--- src/rtl/apb_mon_pkg.sv ---
// Shared types for the APB protocol monitor: FSM phases, violation codes and
// the priority encoder that picks the reported code.
package apb_mon_pkg;

   typedef enum logic [1:0] {
      IDLE   = 2'd0,
      SETUP  = 2'd1,
      ACCESS = 2'd2
   } state_e;

   typedef enum logic [3:0] {
      ERR_NONE         = 4'd0,
      ERR_NO_SETUP     = 4'd1,
      ERR_NO_ACCESS    = 4'd2,
      ERR_UNSTABLE     = 4'd3,
      ERR_TIMEOUT      = 4'd4,
      ERR_MULTI_SEL    = 4'd5,
      ERR_STRB_READ    = 4'd6,
      ERR_SLVERR_PHASE = 4'd7
   } err_e;

   localparam int NUM_ERR = 8;

   // Lowest set code wins; bit 0 (NONE) is never a violation.
   function automatic logic [3:0] lowest_err(input logic [NUM_ERR-1:0] v);
      lowest_err = 4'd0;
      for (int i = NUM_ERR - 1; i >= 1; i--) begin
         if (v[i]) lowest_err = 4'(i);
      end
   endfunction

endpackage

--- src/rtl/apb_mon_sat_counter.sv ---
// Saturating event counter; clr takes priority over a same-cycle increment.
module apb_mon_sat_counter #(
   parameter int CNT_WIDTH = 16
) (
   input  logic                 clk,
   input  logic                 resetn,
   input  logic                 inc,
   input  logic                 clr,
   output logic [CNT_WIDTH-1:0] count
);

   logic [CNT_WIDTH-1:0] cnt_q, cnt_d;

   always_comb begin
      cnt_d = cnt_q;
      if (clr)                         cnt_d = '0;
      else if (inc && (cnt_q != '1))   cnt_d = cnt_q + CNT_WIDTH'(1);
   end

   always_ff @(posedge clk or negedge resetn) begin
      if (!resetn) cnt_q <= '0;
      else         cnt_q <= cnt_d;
   end

   assign count = cnt_q;

endmodule

--- src/rtl/apb_protocol_monitor.sv ---
// Passive APB3/APB4 protocol checker: phase tracking, stability, select,
// timeout and slverr-phase checks with sticky flags and transfer counters.
module apb_protocol_monitor
   import apb_mon_pkg::*;
#(
   parameter int ADDR_WIDTH     = 32,
   parameter int DATA_WIDTH     = 32,
   parameter int NUM_SLAVES     = 1,
   parameter int TIMEOUT_CYCLES = 16,
   parameter int CNT_WIDTH      = 16
) (
   input  logic                    clk,
   input  logic                    resetn,
   input  logic [NUM_SLAVES-1:0]   psel,
   input  logic                    penable,
   input  logic [ADDR_WIDTH-1:0]   paddr,
   input  logic                    pwrite,
   input  logic [DATA_WIDTH-1:0]   pwdata,
   input  logic [DATA_WIDTH/8-1:0] pstrb,
   input  logic [2:0]              pprot,
   input  logic                    pready,
   input  logic                    pslverr,
   input  logic                    clr,
   output logic                    xfer_done,
   output logic                    err_valid,
   output logic [3:0]              err_code,
   output logic [NUM_ERR-1:0]      err_sticky,
   output logic [CNT_WIDTH-1:0]    wr_count,
   output logic [CNT_WIDTH-1:0]    rd_count,
   output logic [CNT_WIDTH-1:0]    slverr_count
);

   localparam int WAIT_W = $clog2(TIMEOUT_CYCLES + 1);

   state_e                  state_q, state_d;
   logic [WAIT_W-1:0]       wait_q, wait_d;
   logic [ADDR_WIDTH-1:0]   cap_addr_q, cap_addr_d;
   logic                    cap_write_q, cap_write_d;
   logic [DATA_WIDTH-1:0]   cap_wdata_q, cap_wdata_d;
   logic [DATA_WIDTH/8-1:0] cap_strb_q, cap_strb_d;
   logic [2:0]              cap_prot_q, cap_prot_d;
   logic [NUM_SLAVES-1:0]   cap_sel_q, cap_sel_d;
   logic                    xfer_done_q, err_valid_q;
   logic [3:0]              err_code_q;
   logic [NUM_ERR-1:0]      sticky_q, err_vec;
   logic                    sel, multi_sel, mismatch, complete, capture;

   assign sel       = |psel;
   assign multi_sel = (psel & (psel - NUM_SLAVES'(1))) != '0;
   assign mismatch  = (paddr != cap_addr_q) || (pwrite != cap_write_q) ||
                      (pstrb != cap_strb_q) || (pprot != cap_prot_q) ||
                      (psel != cap_sel_q) || (cap_write_q && (pwdata != cap_wdata_q));

   always_comb begin
      state_d  = state_q;
      wait_d   = wait_q;
      err_vec  = '0;
      complete = 1'b0;
      capture  = 1'b0;
      case (state_q)
         IDLE: begin
            if (sel && !penable) begin
               state_d = SETUP;
               capture = 1'b1;
            end else if (sel && penable) begin
               err_vec[ERR_NO_SETUP] = 1'b1;
            end
         end
         SETUP: begin
            wait_d = '0;
            if (!cap_write_q && (cap_strb_q != '0)) err_vec[ERR_STRB_READ] = 1'b1;
            if (!penable || !sel) begin
               err_vec[ERR_NO_ACCESS] = 1'b1;
               state_d = IDLE;
            end else begin
               state_d = ACCESS;
            end
         end
         ACCESS: begin
            if (mismatch || !penable) err_vec[ERR_UNSTABLE] = 1'b1;
            if (pready) begin
               complete = 1'b1;
               if (sel && !penable) begin
                  state_d = SETUP;
                  capture = 1'b1;
               end else begin
                  state_d = IDLE;
               end
            end else begin
               wait_d = wait_q + WAIT_W'(1);
               if (wait_d == WAIT_W'(TIMEOUT_CYCLES)) begin
                  err_vec[ERR_TIMEOUT] = 1'b1;
                  state_d = IDLE;
               end
            end
         end
         default: state_d = IDLE;
      endcase
      if (multi_sel) err_vec[ERR_MULTI_SEL] = 1'b1;
      if (pslverr && !((state_q == ACCESS) && pready)) err_vec[ERR_SLVERR_PHASE] = 1'b1;

      cap_addr_d  = capture ? paddr  : cap_addr_q;
      cap_write_d = capture ? pwrite : cap_write_q;
      cap_wdata_d = capture ? pwdata : cap_wdata_q;
      cap_strb_d  = capture ? pstrb  : cap_strb_q;
      cap_prot_d  = capture ? pprot  : cap_prot_q;
      cap_sel_d   = capture ? psel   : cap_sel_q;
   end

   always_ff @(posedge clk or negedge resetn) begin
      if (!resetn) begin
         state_q     <= IDLE;
         wait_q      <= '0;
         cap_addr_q  <= '0;
         cap_write_q <= 1'b0;
         cap_wdata_q <= '0;
         cap_strb_q  <= '0;
         cap_prot_q  <= '0;
         cap_sel_q   <= '0;
         xfer_done_q <= 1'b0;
         err_valid_q <= 1'b0;
         err_code_q  <= '0;
         sticky_q    <= '0;
      end else begin
         state_q     <= state_d;
         wait_q      <= wait_d;
         cap_addr_q  <= cap_addr_d;
         cap_write_q <= cap_write_d;
         cap_wdata_q <= cap_wdata_d;
         cap_strb_q  <= cap_strb_d;
         cap_prot_q  <= cap_prot_d;
         cap_sel_q   <= cap_sel_d;
         xfer_done_q <= complete;
         err_valid_q <= |err_vec;
         err_code_q  <= lowest_err(err_vec);
         sticky_q    <= clr ? '0 : (sticky_q | err_vec);
      end
   end

   apb_mon_sat_counter #(.CNT_WIDTH(CNT_WIDTH)) u_wr_cnt (
      .clk(clk), .resetn(resetn), .inc(complete && cap_write_q), .clr(clr), .count(wr_count)
   );
   apb_mon_sat_counter #(.CNT_WIDTH(CNT_WIDTH)) u_rd_cnt (
      .clk(clk), .resetn(resetn), .inc(complete && !cap_write_q), .clr(clr), .count(rd_count)
   );
   apb_mon_sat_counter #(.CNT_WIDTH(CNT_WIDTH)) u_slverr_cnt (
      .clk(clk), .resetn(resetn), .inc(complete && pslverr), .clr(clr), .count(slverr_count)
   );

   assign xfer_done  = xfer_done_q;
   assign err_valid  = err_valid_q;
   assign err_code   = err_code_q;
   assign err_sticky = sticky_q;

endmodule

--- config.mk ---
export PLATFORM = sky130hd
export DESIGN_NAME = apb_protocol_monitor
export DESIGN_NICKNAME = d
export VERILOG_FILES = /design/src/rtl/apb_mon_pkg.sv /design/src/rtl/apb_mon_sat_counter.sv /design/src/rtl/apb_protocol_monitor.sv
export SDC_FILE = /design/constraint.sdc
export NUM_CORES = 1
export LEC_CHECK = 0
export BUFFER_PORTS_ARGS = -buffer_cell sky130_fd_sc_hd__buf_4
export CORE_MARGIN = 3
export CORE_UTILIZATION = 34
export DETAILED_ROUTE_END_ITERATION = 7
export PLACE_DENSITY_LB_ADDON = 0.15
export SYNTH_ARGS = -nofsm -noshare
export SYNTH_HDL_FRONTEND = slang
export SYNTH_SLANG_ARGS = --single-unit
--- constraint.sdc ---
create_clock -name clk -period 1.94 [get_ports clk]
set_clock_uncertainty 0.05 [all_clocks]
set_input_delay 0.388 -clock clk [delete_from_list [all_inputs] [get_ports clk]]
set_output_delay 0.388 -clock clk [all_outputs]
set_load 0.01 [all_outputs]
# Word-level counts from Yosys, hierarchy flattened

Index checks and enable logic that the tools add are counted.

Logic and storage cells: 109
Bits of input ports: 79
Output and inout port bits: 62
Register bits: 142

Reductions and logical operators: 32
Add/subtract/negate cells: 5
Equality and inequality tests: 15
Mux-type cells: 40
Bitwise operators: 2

Operators with widths:

| cell                  | number |
|---|---|
| $mux 16               | 6 |
| $ne 32x32->1          | 2 |
| $add 16x1->16 const B | 3 |
| $ne 16x16->1 const B  | 3 |
| $mux 4                | 6 |
| $mux 1                | 17 |
| $logic_and 1x1->1     | 12 |
| $mux 2                | 5 |
| $pmux 5 s2            | 1 |
| $mux 8                | 1 |
| $or 8x8->8            | 1 |
| $reduce_bool 2->1     | 4 |
| $logic_or 1x1->1      | 7 |
| $reduce_or 7->1       | 1 |
| $pmux 2 s3            | 1 |
| $add 5x1->5 const B   | 1 |
| $eq 5x5->1 const B    | 1 |
| $mux 5                | 1 |
| $logic_not 1->1       | 4 |
| $ne 2x2->1 const B    | 2 |
| $ne 4x4->1            | 1 |
| $reduce_and 2->1      | 2 |
| $reduce_bool 4->1     | 1 |
| $mux 3                | 1 |
| other kinds (9)       | 10 |

# Longest topological paths before layout

Depth in word-level cells: 13
Mapped depth: 7
Mapped depth without buffers: 7

# By module

Synthesis repeated with hierarchy kept, for this count alone.

Cell total of the unflattened synthesis: 651
Area total of the unflattened synthesis: 7,175.6 um^2

By module, submodules not included:

| module               | times used | cells each | area an instance (um^2) | sequential area each (um^2) |
|---|---|---|---|---|
| apb_protocol_monitor | 1          | 357        | 4,349.2                 | 2,277.2 |
| apb_mon_sat_counter  | 3          | 98         | 942.2                   | 400.4 |

# Least setup slack after synthesis

Ideal clock, no wire load.

Path type: reg-to-reg
Start point: register state_q[0]
End point: register u_rd_cnt.cnt_q[10] (netlist: u_rd_cnt.count[10])
Clock period less this slack: 1,824 ps
Setup slack: 116 ps
Data required time: 1,758 ps
Path buffers: 0
Arrival: 1,642 ps
Cell stages (with the launch flop): 7
Setup time: 132 ps
Cell sequence: dfrtp_1 nand3b_4 or2_4 nor4b_4 and4_1 xnor2_1 nor2_1

Longest elaborated chain between the ends: 5

Ends and longest elaborated chain:

| item                        | line                        | RTL |
|---|---|---|
| from (decl)                 | apb_protocol_monitor.sv:35  | `state_e state_q, state_d;` |
| from (signal assigned)      | apb_protocol_monitor.sv:125 | `state_q <= state_d;` |
| $eq 2x2->1                  | apb_protocol_monitor.sv:60  | `case (state_q)` |
| $mux 1                      | apb_protocol_monitor.sv:60  |  |
| $logic_and 1x1->1           | apb_protocol_monitor.sv:144 | `.clk(clk), .resetn(resetn), .inc(complete && !cap_write_q), .clr(clr), .count(rd_count)` |
| $logic_and 1x1->1           | apb_mon_sat_counter.sv:17   | `else if (inc && (cnt_q != '1)) cnt_d = cnt_q + CNT_WIDTH'(1);` |
| $reduce_bool 2->1 (no line) | -                           |  |
| to (signal assigned)        | apb_mon_sat_counter.sv:22   | `else cnt_q <= cnt_d;` |
| to (decl)                   | apb_mon_sat_counter.sv:12   | `logic [CNT_WIDTH-1:0] cnt_q, cnt_d;` |

No other way between the ends.
A chain may end at the register's enable or synchronous reset.

# Worst setup path after layout

Start point: register cap_strb_q[2]
End point: register err_code_q[0] (netlist: err_code[0])

Longest elaborated chain between the ends: 11
Elaborated cells on any way between the ends: 18
Those cells by class: eq/ne (1); mux (10); reduce/logical (7)

Ends and longest elaborated chain:

| item                           | line                        | RTL |
|---|---|---|
| from (decl)                    | apb_protocol_monitor.sv:40  | `logic [DATA_WIDTH/8-1:0] cap_strb_q, cap_strb_d;` |
| from (signal assigned)         | apb_protocol_monitor.sv:130 | `cap_strb_q <= cap_strb_d;` |
| $ne 4x4->1                     | apb_protocol_monitor.sv:51  | `(pstrb != cap_strb_q) \|\| (pprot != cap_prot_q) \|\|` |
| $logic_or 1x1->1               | apb_protocol_monitor.sv:50  | `assign mismatch = (paddr != cap_addr_q) \|\| (pwrite != cap_write_q) \|\|` |
| $logic_or 1x1->1 (2 in series) | apb_protocol_monitor.sv:51  |  |
| $logic_or 1x1->1               | apb_protocol_monitor.sv:52  | `(psel != cap_sel_q) \|\| (cap_write_q && (pwdata != cap_wdata_q));` |
| $logic_or 1x1->1               | apb_protocol_monitor.sv:80  | `if (mismatch \|\| !penable) err_vec[ERR_UNSTABLE] = 1'b1;` |
| $mux 1                         | apb_protocol_monitor.sv:80  |  |
| $mux 2                         | apb_protocol_monitor.sv:60  |  |
| $mux 4 (*) (3 in series)       | apb_mon_pkg.sv:28           | `if (v[i]) lowest_err = 4'(i);` |
| to (signal assigned)           | apb_protocol_monitor.sv:135 | `err_code_q <= lowest_err(err_vec);` |
| to (decl)                      | apb_protocol_monitor.sv:44  | `logic [3:0] err_code_q;` |

Mark *: on every way between the ends. The rest lies on a longest branch, timed or not.

==> results.py <==
metrics = {
    "yosys": {
        "synth_enable_flop_cells": 0,
        "ys_types": 51,
        "ys_warn_count": 0,
        "synth_ff_type": "dfrtp_1",
        "ys_ff_latch": 139,
        "synth-seq-area-share_pct": 50.52,
        "syn_inst": 758,
        "syn_avg_cell_area_um2": 9.084,
        "mappedNetlistArea_um2": 6885,
        "async_reset_ff_share_pct": 100.0,
    },
    "timing": {
        "fin_crit_sh_pct": 100.1,
        "min_period_ps": 1941,
        "timing.fmax_ghz": 0.5152,
        "setup-violations-final": 1,
        "worstMarginPinSlew_ps": 610.0,
        "hold_ws_ps": 122.6,
        "slew_headroom_pct": 59.34,
        "hold_viol": 0,
        "rsz0062_at_grt": "true",
        "layout_setup_ws_ps": -1.147,
        "slew_violations": 0,
    },
    "hold_path": {
        "holdCritPathClass": "input port to register",
    },
    "detailed_routing": {
        "drc_errors": 0,
        "via_count": 5610,
        "drt_iter0_markers": 232,
        "via_per_inst": 4.572,
        "routed_wl_um": 17060,
        "wl_per_cell_um": 13.90,
        "dr.pass1.iters": 4,
        "antenna_left": 0,
    },
    "clock_tree": {
        "cts_made_buffers": 17,
        "cts_tree": "built",
        "clockBufferDepth": 2,
        "clockRootBuffer": "clkbuf_16",
        "clock_latency_ps": 420,
        "path_clk_slew_ps": 60,
        "htree_levels": 4,
        "clock-sinks": 139,
    },
    "worst_setup_path": {
        "cpPeakStageDelay_ps": 380,
        "path_class": "register to register",
        "end_kind": "register",
        "critPathRequiredTime_ps": 2180,
        "worstPathCellList": "nor2b_1 -> a2111o_1 -> a2111oi_4 -> nand4_1 -> buf_4 -> nor3b_2 -> o31ai_1",
        "crit_path_start_kind": "register",
        "cp_max_fo": 2,
        "cp_data_arrival_time_ps": 2180,
        "crit_slowest_cell": "a2111o_1",
    },
    "run": {
        "maxCapViolCount": 0,
    },
    "floorplan": {
        "start_util_pct": 35.03,
        "row_count": 51,
        "pin_count": 141,
        "dieArea_um2": 21990,
        "die_x_um": 148.3,
        "coreArea_um2": 19650,
        "die_h_um": 148.3,
    },
    "finish": {
        "fin_area_um2": 9365,
        "final_cell_mix": "234 x nand2_1, 189 x buf_4, 139 x dfrtp_1",
        "layout_commonest_cell": "nand2_1",
        "layout.nets": 1032,
        "fin_util_pct": 47.65,
        "insertedDiodeCount": 0,
        "final_cells": 1227,
        "layout-drive-gt1-share_pct": 25.88,
        "areaGrowthSynthToFinish_pct": 36.02,
    },
    "placement": {
        "dp_cells": 1191,
        "dp_hpwl_um": 12310,
        "dpl-instance-area_um2": 8643,
        "place.port_buffers": 137,
        "routabilityCongestion": 0.7926,
    },
    "global_route": {
        "antenna_found_initial": 0,
        "gr-total-overflow": 0,
        "grt_max_degree": 55,
        "grt_first_pass_wirelength_um": 28540,
        "track_usage_pct": 16.07,
        "grt_pass1_vias": 5637,
    },
    "power": {
        "p_leak_uw": 0.004448,
        "power_density_nw_per_um2": 854.3,
        "vdd_ir_drop_max_mv": 0.5622,
    },
    "run_status": {
        "violations": "setup timing",
        "status": "finished with violations",
    },
}
power breakdown:
| group | internal [uW] | total [uW] | switching (uW) |
|---|---|---|---|
| registers | 3190 | 3380 | 195 |
| clock network | 2260 | 3520 | 1260 |
| logic | 552 | 1100 | 547 |
| total | 6000 | 8000 | 2000 |
state kept, by name, summed over array words and instances (netlist names), 3 cells and up:
| signal | count |
|---|---|
| err_code | 3 |
| cap_wdata_q | 32 |
| cap_strb_q | 4 |
| cap_prot_q | 3 |
| err_sticky | 6 |
| cap_addr_q | 32 |
| u_rd_cnt.count | 16 |
| u_wr_cnt.count | 16 |
| u_slverr_cnt.count | 16 |
| wait_q | 5 |
per-layer routing:
metal  up-vias  part of all wire [%]  global-route usage [%]
met1      2615                    47                   21.68
met2       116                    45                   24.80
li1       2871                     -                       -
met3         8                   7.1                   5.850
met5         -                     0                       0
met4         0                  0.80                   3.880
timing repair:
item                                    4_1_cts  5_1_grt
endpoints found under the setup margin        5       19
hold buffers                                  1        0
resized for setup                             3        8
pin swaps                                     2        6
buffers inserted                              0        3
endpoints found under the hold margin        37        0
cells in the mapped netlist (2+ instances only):
cell	instances	area, um^2
nor2b_1	9	56.30
nor3_1	3	15.01
nor4_4	2	42.54
and4_1	9	78.83
or2b_1	2	15.01
nand2_1	234	878.3
inv_1	14	52.55
nand3_1	26	130.1
and2_1	2	12.51
a2111o_1	3	33.78
buf_1	5	18.77
xor2_1	26	227.7
clkbuf_1	18	67.56
nor2_1	68	255.2
buf_4	3	22.52
o2111ai_1	2	17.52
and3_1	5	31.28
dfrtp_1	139	3478
o22ai_1	2	12.51
nand4b_1	2	17.52
xnor2_1	80	700.7
a21boi_0	2	15.01
nor4_1	4	25.02
ha_1	4	50.05
o21ai_0	14	70.07
or2_2	3	18.77
nand4_1	33	206.5
a21oi_1	13	65.06
o21ai_1	2	10.01
nand2b_1	7	43.79
nand3b_1	2	15.01
per-stage QoR:
step                power, uW  setup slack (ps)  setup TNS [ps]
floorplan                4040             116.4               0
global placement         4511            -338.3           -1551
CTS                      8122            -41.98          -47.82
global route             8430            -143.3          -356.4
finish                   8001            -1.147          -1.147
detailed placement       4530            -365.8           -1607
cells by family after synthesis:
logic type      count (synthesis)  synth area share, %
compound gates                 46                4.289
mux                             1               0.1454
fa+ha+maj                       4               0.7269
flops                         139                50.52
simple gates                  420                28.37
buf+inv                        41                2.417
xor+xnor                      106                13.48
other cells                     1              0.05446
worst max-delay path, delay by kind of cell, from the launching register on:
family | cells | cell delay, ps
buffers and inverters | 1 | 180
AOI/OAI and AO/OA | 3 | 730
and+or+nand+nor | 3 | 480
DFF | 1 | 370
final cells by class:
class	instances	area, um^2
Multi-Input combinational cell	580	3306
Inverter	14	52.55
Clock buffer	22	474.2
Sequential cell	139	3478
Tap cell	265	331.6
Clock inverter	10	162.7
Fill cell	1910	10290
Timing Repair Buffer	197	1560
worst paths after layout:
check	cells past startpoint	startpoint	slack, ps	endpoint
worst min register to register	2	cap_addr_q[0]	440	cap_addr_q[0]
worst min-delay path	3	pwdata[27]	120	cap_wdata_q[27]
worst max-delay path	7	cap_strb_q[2]	-1	err_code[0]
max in group asynchronous	3	resetn	850	cap_addr_q[11]
min in group asynchronous	2	resetn	440	u_wr_cnt.count[6]
worst max register to register	7	cap_strb_q[2]	-1	err_code[0]
Power figures use the tool's default switching activity.
